<file path="src/rtl/game_state_ctrl.sv">
// Game sequencer for the flappy-bird datapath: IDLE/PLAY/DYING/OVER, flap edge detect, scoring.
// Optional best-score tracking is built only when BEST_SCORE_EN is defined.
`timescale 1ns/1ps
module game_state_ctrl #(
   parameter int DEATH_FRAMES    = 60,
   parameter int RESTART_HOLDOFF = 30,
   parameter int FLASH_BIT       = 3,
   parameter int SCORE_W         = 10
) (
   input  logic               gameClk,
   input  logic               reset,
   input  logic               btn,
   input  logic               hit_column,
   input  logic               pass_column,
   output logic               run,
   output logic               game_reset,
   output logic               flap,
   output logic [1:0]         state,
   output logic               flash,
   output logic [SCORE_W-1:0] score,
   output logic [SCORE_W-1:0] best_score,
   output logic               new_best
);

   typedef enum logic [1:0] {
      S_IDLE  = 2'd0,
      S_PLAY  = 2'd1,
      S_DYING = 2'd2,
      S_OVER  = 2'd3
   } state_t;

   localparam logic [7:0] DEATH_LOAD = 8'(DEATH_FRAMES - 1);
   localparam logic [7:0] HOLD_LOAD  = 8'(RESTART_HOLDOFF - 1);

   state_t             st, st_n;
   logic               btn_q;
   logic               press, start;
   logic [7:0]         timer, timer_n;
   logic               run_n, gr_n, flap_n, flash_n;
   logic [SCORE_W-1:0] score_n;

   function automatic logic [SCORE_W-1:0] sat_inc(input logic [SCORE_W-1:0] v);
      return (&v) ? v : v + SCORE_W'(1);
   endfunction

   assign press = btn & ~btn_q;
   // A new game starts from IDLE, or from OVER once the holdoff has fully expired.
   assign start = press & ((st == S_IDLE) | ((st == S_OVER) & (timer == 8'd0)));

   always_comb begin
      st_n    = st;
      timer_n = timer;
      run_n   = 1'b0;
      gr_n    = 1'b0;
      flap_n  = 1'b0;
      score_n = score;
      case (st)
         S_PLAY: begin
            run_n = 1'b1;
            if (pass_column) score_n = sat_inc(score);
            if (hit_column) begin
               st_n    = S_DYING;
               run_n   = 1'b0;
               timer_n = DEATH_LOAD;
            end else if (press) begin
               flap_n = 1'b1;
            end
         end
         S_DYING: begin
            if (timer == 8'd0) begin
               st_n    = S_OVER;
               timer_n = HOLD_LOAD;
            end else begin
               timer_n = timer - 8'd1;
            end
         end
         S_OVER: begin
            if (timer != 8'd0) timer_n = timer - 8'd1;
         end
         default: ;
      endcase
      if (start) begin
         st_n    = S_PLAY;
         gr_n    = 1'b1;
         run_n   = 1'b1;
         score_n = '0;
      end
      // Flash mirrors the registered timer so it stays aligned with the countdown.
      flash_n = (st_n == S_DYING) ? timer_n[FLASH_BIT] : 1'b0;
   end

   always_ff @(posedge gameClk) begin
      if (reset) begin
         st         <= S_IDLE;
         btn_q      <= 1'b0;
         timer      <= 8'd0;
         run        <= 1'b0;
         game_reset <= 1'b0;
         flap       <= 1'b0;
         flash      <= 1'b0;
         score      <= '0;
      end else begin
         st         <= st_n;
         btn_q      <= btn;
         timer      <= timer_n;
         run        <= run_n;
         game_reset <= gr_n;
         flap       <= flap_n;
         flash      <= flash_n;
         score      <= score_n;
      end
   end

   assign state = st;

`ifdef BEST_SCORE_EN
   logic               end_game;
   logic [SCORE_W-1:0] best_n;
   logic               nb_n;

   assign end_game = (st == S_DYING) & (timer == 8'd0);

   always_comb begin
      best_n = best_score;
      nb_n   = new_best;
      if (end_game && (score > best_score)) begin
         best_n = score;
         nb_n   = 1'b1;
      end
      if (start) nb_n = 1'b0;
   end

   always_ff @(posedge gameClk) begin
      if (reset) begin
         best_score <= '0;
         new_best   <= 1'b0;
      end else begin
         best_score <= best_n;
         new_best   <= nb_n;
      end
   end
`else
   assign best_score = '0;
   assign new_best   = 1'b0;
`endif

endmodule

</file>
<file path="config.mk">
export PLATFORM = sky130hd
export DESIGN_NAME = game_state_ctrl
export DESIGN_NICKNAME = d
export VERILOG_FILES = /design/src/rtl/game_state_ctrl.sv
export SDC_FILE = /design/constraint.sdc
export NUM_CORES = 1
export LEC_CHECK = 0
export ABC_AREA = 1
export CORE_UTILIZATION = 50
export DETAILED_ROUTE_END_ITERATION = 6
export PLACE_DENSITY = 0.9
export REMOVE_ABC_BUFFERS = 1
export SETUP_SLACK_MARGIN = 0.05
export SYNTH_ARGS = -nofsm -noshare
export SYNTH_HDL_FRONTEND = slang
export SYNTH_SLANG_ARGS = --single-unit
</file>
<file path="constraint.sdc">
create_clock -name gameClk -period 1.7 [get_ports gameClk]
set_clock_uncertainty 0.05 [all_clocks]
set_input_delay 0.34 -clock gameClk [delete_from_list [all_inputs] [get_ports gameClk]]
set_output_delay 0.34 -clock gameClk [all_outputs]
set_load 0.03 [all_outputs]
</file>
==> flow_metrics.env <==
export IMPL_outcome="completed"
export IMPL_clockBufferDepth=2
export IMPL_grt_use_met3_pct=1.38
export IMPL_required_ns=1.31
export IMPL_hp_class="flip-flop to flip-flop"
export IMPL_final_min_clock_period_ns=1.57
export IMPL_critical_path_class="flip-flop to primary output"
export IMPL_wire_per_inst_microns=11.0
export IMPL_hold_viol=0
export IMPL_synth_seq_cells=25
export IMPL_crit_fanout=5
export IMPL_row_count=19
export IMPL_async_flop_share_pct=0
export IMPL_via_count=1338
export IMPL_via_per_inst=5.01
export IMPL_drt_initial_drc_count=65
export IMPL_crit_arrival_ns=1.18
export IMPL_portBuffers=20
export IMPL_synth_top_area_cell="dfxtp_1"
export IMPL_cts_max_level=1
export IMPL_yosys_top_cells_area="dfxtp_1, nand2_1, nor2_1"
export IMPL_grt_use_total_pct=19.3
export IMPL_maxCapViolations=0
export IMPL_synth_edf_count=0
export IMPL_end_kind="primary output"
export IMPL_fin_crit_sh_pct=92.4
export IMPL_drive_gt1_share_pct=16.1
export IMPL_reg2regPathDepth=9
export IMPL_p_leak_nw=0.860
export IMPL_antenna_found_initial=0
export IMPL_yosysUniqueCellTypes=28
export IMPL_holdPathStages=1
export IMPL_yosysWarnings=0
export IMPL_root_buffer="clkbuf_4"
export IMPL_yosysSeqAreaShare_pct=33.9
export IMPL_finalWirelength_mm=2.95
export IMPL_peakVddDrop_mv=0.553
export IMPL_powerDensity_nw_per_um2=722
export IMPL_fmax_mhz=637
export IMPL_fin_total_pwr_mw=1.28
export IMPL_setup_viol=0
export IMPL_cts_made_buffers=3
export IMPL_grt_pass1_wl_mm=4.95
export IMPL_initial_core_util_pct=53.1
export IMPL_clkTransAtPathRegs_ns=0.14
export IMPL_slowest_delay_ns=0.43
export IMPL_routabilityCongestion=0.891
export IMPL_ios=32
export IMPL_syn_to_final_growth_pct=19.7
export IMPL_cp_top_family="flip-flops"
export IMPL_use_met2_pct=29.9
export IMPL_cp_slowest_cell="dfxtp_1"
export IMPL_dr_pass1_iters=4
export IMPL_cts_num_sinks=25
export IMPL_overflow=0
export IMPL_antenna_cells=0
export IMPL_drc=0
export IMPL_dieHeight_microns=56.4
export IMPL_cp_num_cells=1
export IMPL_syn_area_sq_um=1480
export IMPL_synth_ff_type="dfxtp_1"
export IMPL_final_setup_tns_ns=0
export IMPL_netlist_area_leader_share_pct=33.9
export IMPL_crit_chain="dlygate4sd2_1"
export IMPL_die_x_microns=56.4
export IMPL_postCtsSetupRepairBufs=0
export IMPL_final_antenna_net_count=0
export IMPL_core_area_sq_um=2780
export IMPL_fp_dieArea_sq_um=3180
export IMPL_grt_max_degree=15
export IMPL_maxSlewViolCount=0
export IMPL_use_met1_pct=28.1
export IMPL_clock_latency_ns=0.32
export IMPL_grt_pass1_vias=1164
export IMPL_cts_tree="yes"
export IMPL_fin_nets=251
export IMPL_holdBufCountCts=0
export IMPL_busiest_layer="met2"
export IMPL_cp_start_kind="flip-flop"
export IMPL_crit_buf_inv=1
export IMPL_syn_area_per_cell_sq_um=7.07
export IMPL_netlist_instances=209
export IMPL_rsz0062_at_grt="true"
export IMPL_fin_hold_ws_ns=0.373
export IMPL_dp_hpwl_mm=2.20
[final timing paths]
check | from | to | slack (ns)
worst min register to register | btn_q | flap | 0.37
worst max-delay path | score[3] | score[3] | 0.13
worst max register to register | timer[0] | flash | 0.13
worst min-delay path | btn_q | flap | 0.37
[sequential cells by signal, indices dropped and copies added (netlist names)]
| signal | flops |
|---|---|
| btn_q | 1 |
| flap | 1 |
| flash | 1 |
| game_reset | 1 |
| run | 1 |
| score | 10 |
| state | 2 |
| timer | 8 |
[cell type report]
type                       count  area (sq um)
clock buffer                   3          22.5
inverter                      27           101
tap                           31          38.8
clock inverter                 1          5.00
timing repair buffer          24           210
multi-input combinational    156           883
fill                         253          1010
sequential                    25           508
[synth_stat cells, types with 2 or more instances]
cell     count
nand2_2      3
nor3_1       2
nand2_1     39
inv_2        3
o21ai_0      6
dfxtp_1     25
buf_4       11
nor2_1      34
inv_1       24
a21oi_1     12
nand3_2      4
nand3_1     16
xor2_1       7
ha_1         9
[per-stage QoR]
step	worst slack, ns	util [%]	cell area [sq um]	instances
2_1_floorplan	0.0212	-	1430	207
3_3_place_gp	0.100	61.0	1700	262
3_5_place_dp	0.0753	61.0	1700	262
4_1_cts	0.0698	61.3	1710	266
5_1_grt	0.0146	63.6	1770	267
6_report	0.130	63.6	1770	267
[power breakdown]
group / internal, mW / switching, mW
logic: 0.124 / 0.252
clock network: 0.0882 / 0.180
registers: 0.612 / 0.0211
total: 0.824 / 0.453
[cell usage in the layout (no fill, tap or decap), types with 2 or more instances in the layout]
cell type	netlist	final
inv_1	24	23
a21oi_1	12	12
nand2_1	39	37
nand2_4	1	4
nand2_2	3	3
nor2_2	1	2
ha_2	0	2
inv_2	3	4
nor2_1	34	33
buf_4	11	4
conb_1	1	11
ha_1	9	7
dfxtp_2	0	3
xor2_1	7	7
dfxtp_1	25	21
dlygate4sd2_1	0	16
nand3_2	4	5
nand3_1	16	14
clkbuf_4	0	3
clkdlybuf4s50_1	0	4
o21ai_0	6	6
[cells by family after synthesis]
group | after synthesis | share of synthesized area [%]
xor gates and xnor gates | 8 | 4.74
other | 1 | 0.254
and+or+nand+nor | 106 | 33.2
adders and majority gates | 9 | 7.62
DFF | 25 | 33.9
buffers and inverters | 39 | 12.7
AOI/OAI and AO/OA | 21 | 7.62
[repair_timing]
item                       in CTS  in global routing
setup endpoints to repair      16                 19
gates resized for setup        16                 18
gates cloned                    0                  1
[metal layers]
metal	part of all wire (%)	vias up	routed length, microns
li1	-	688	-
met5	0	-	0
met2	44	53	1310
met1	48	590	1400
met3	6.1	7	181
met4	1.9	0	56
Note: power is estimated with default switching activity, not from simulation.
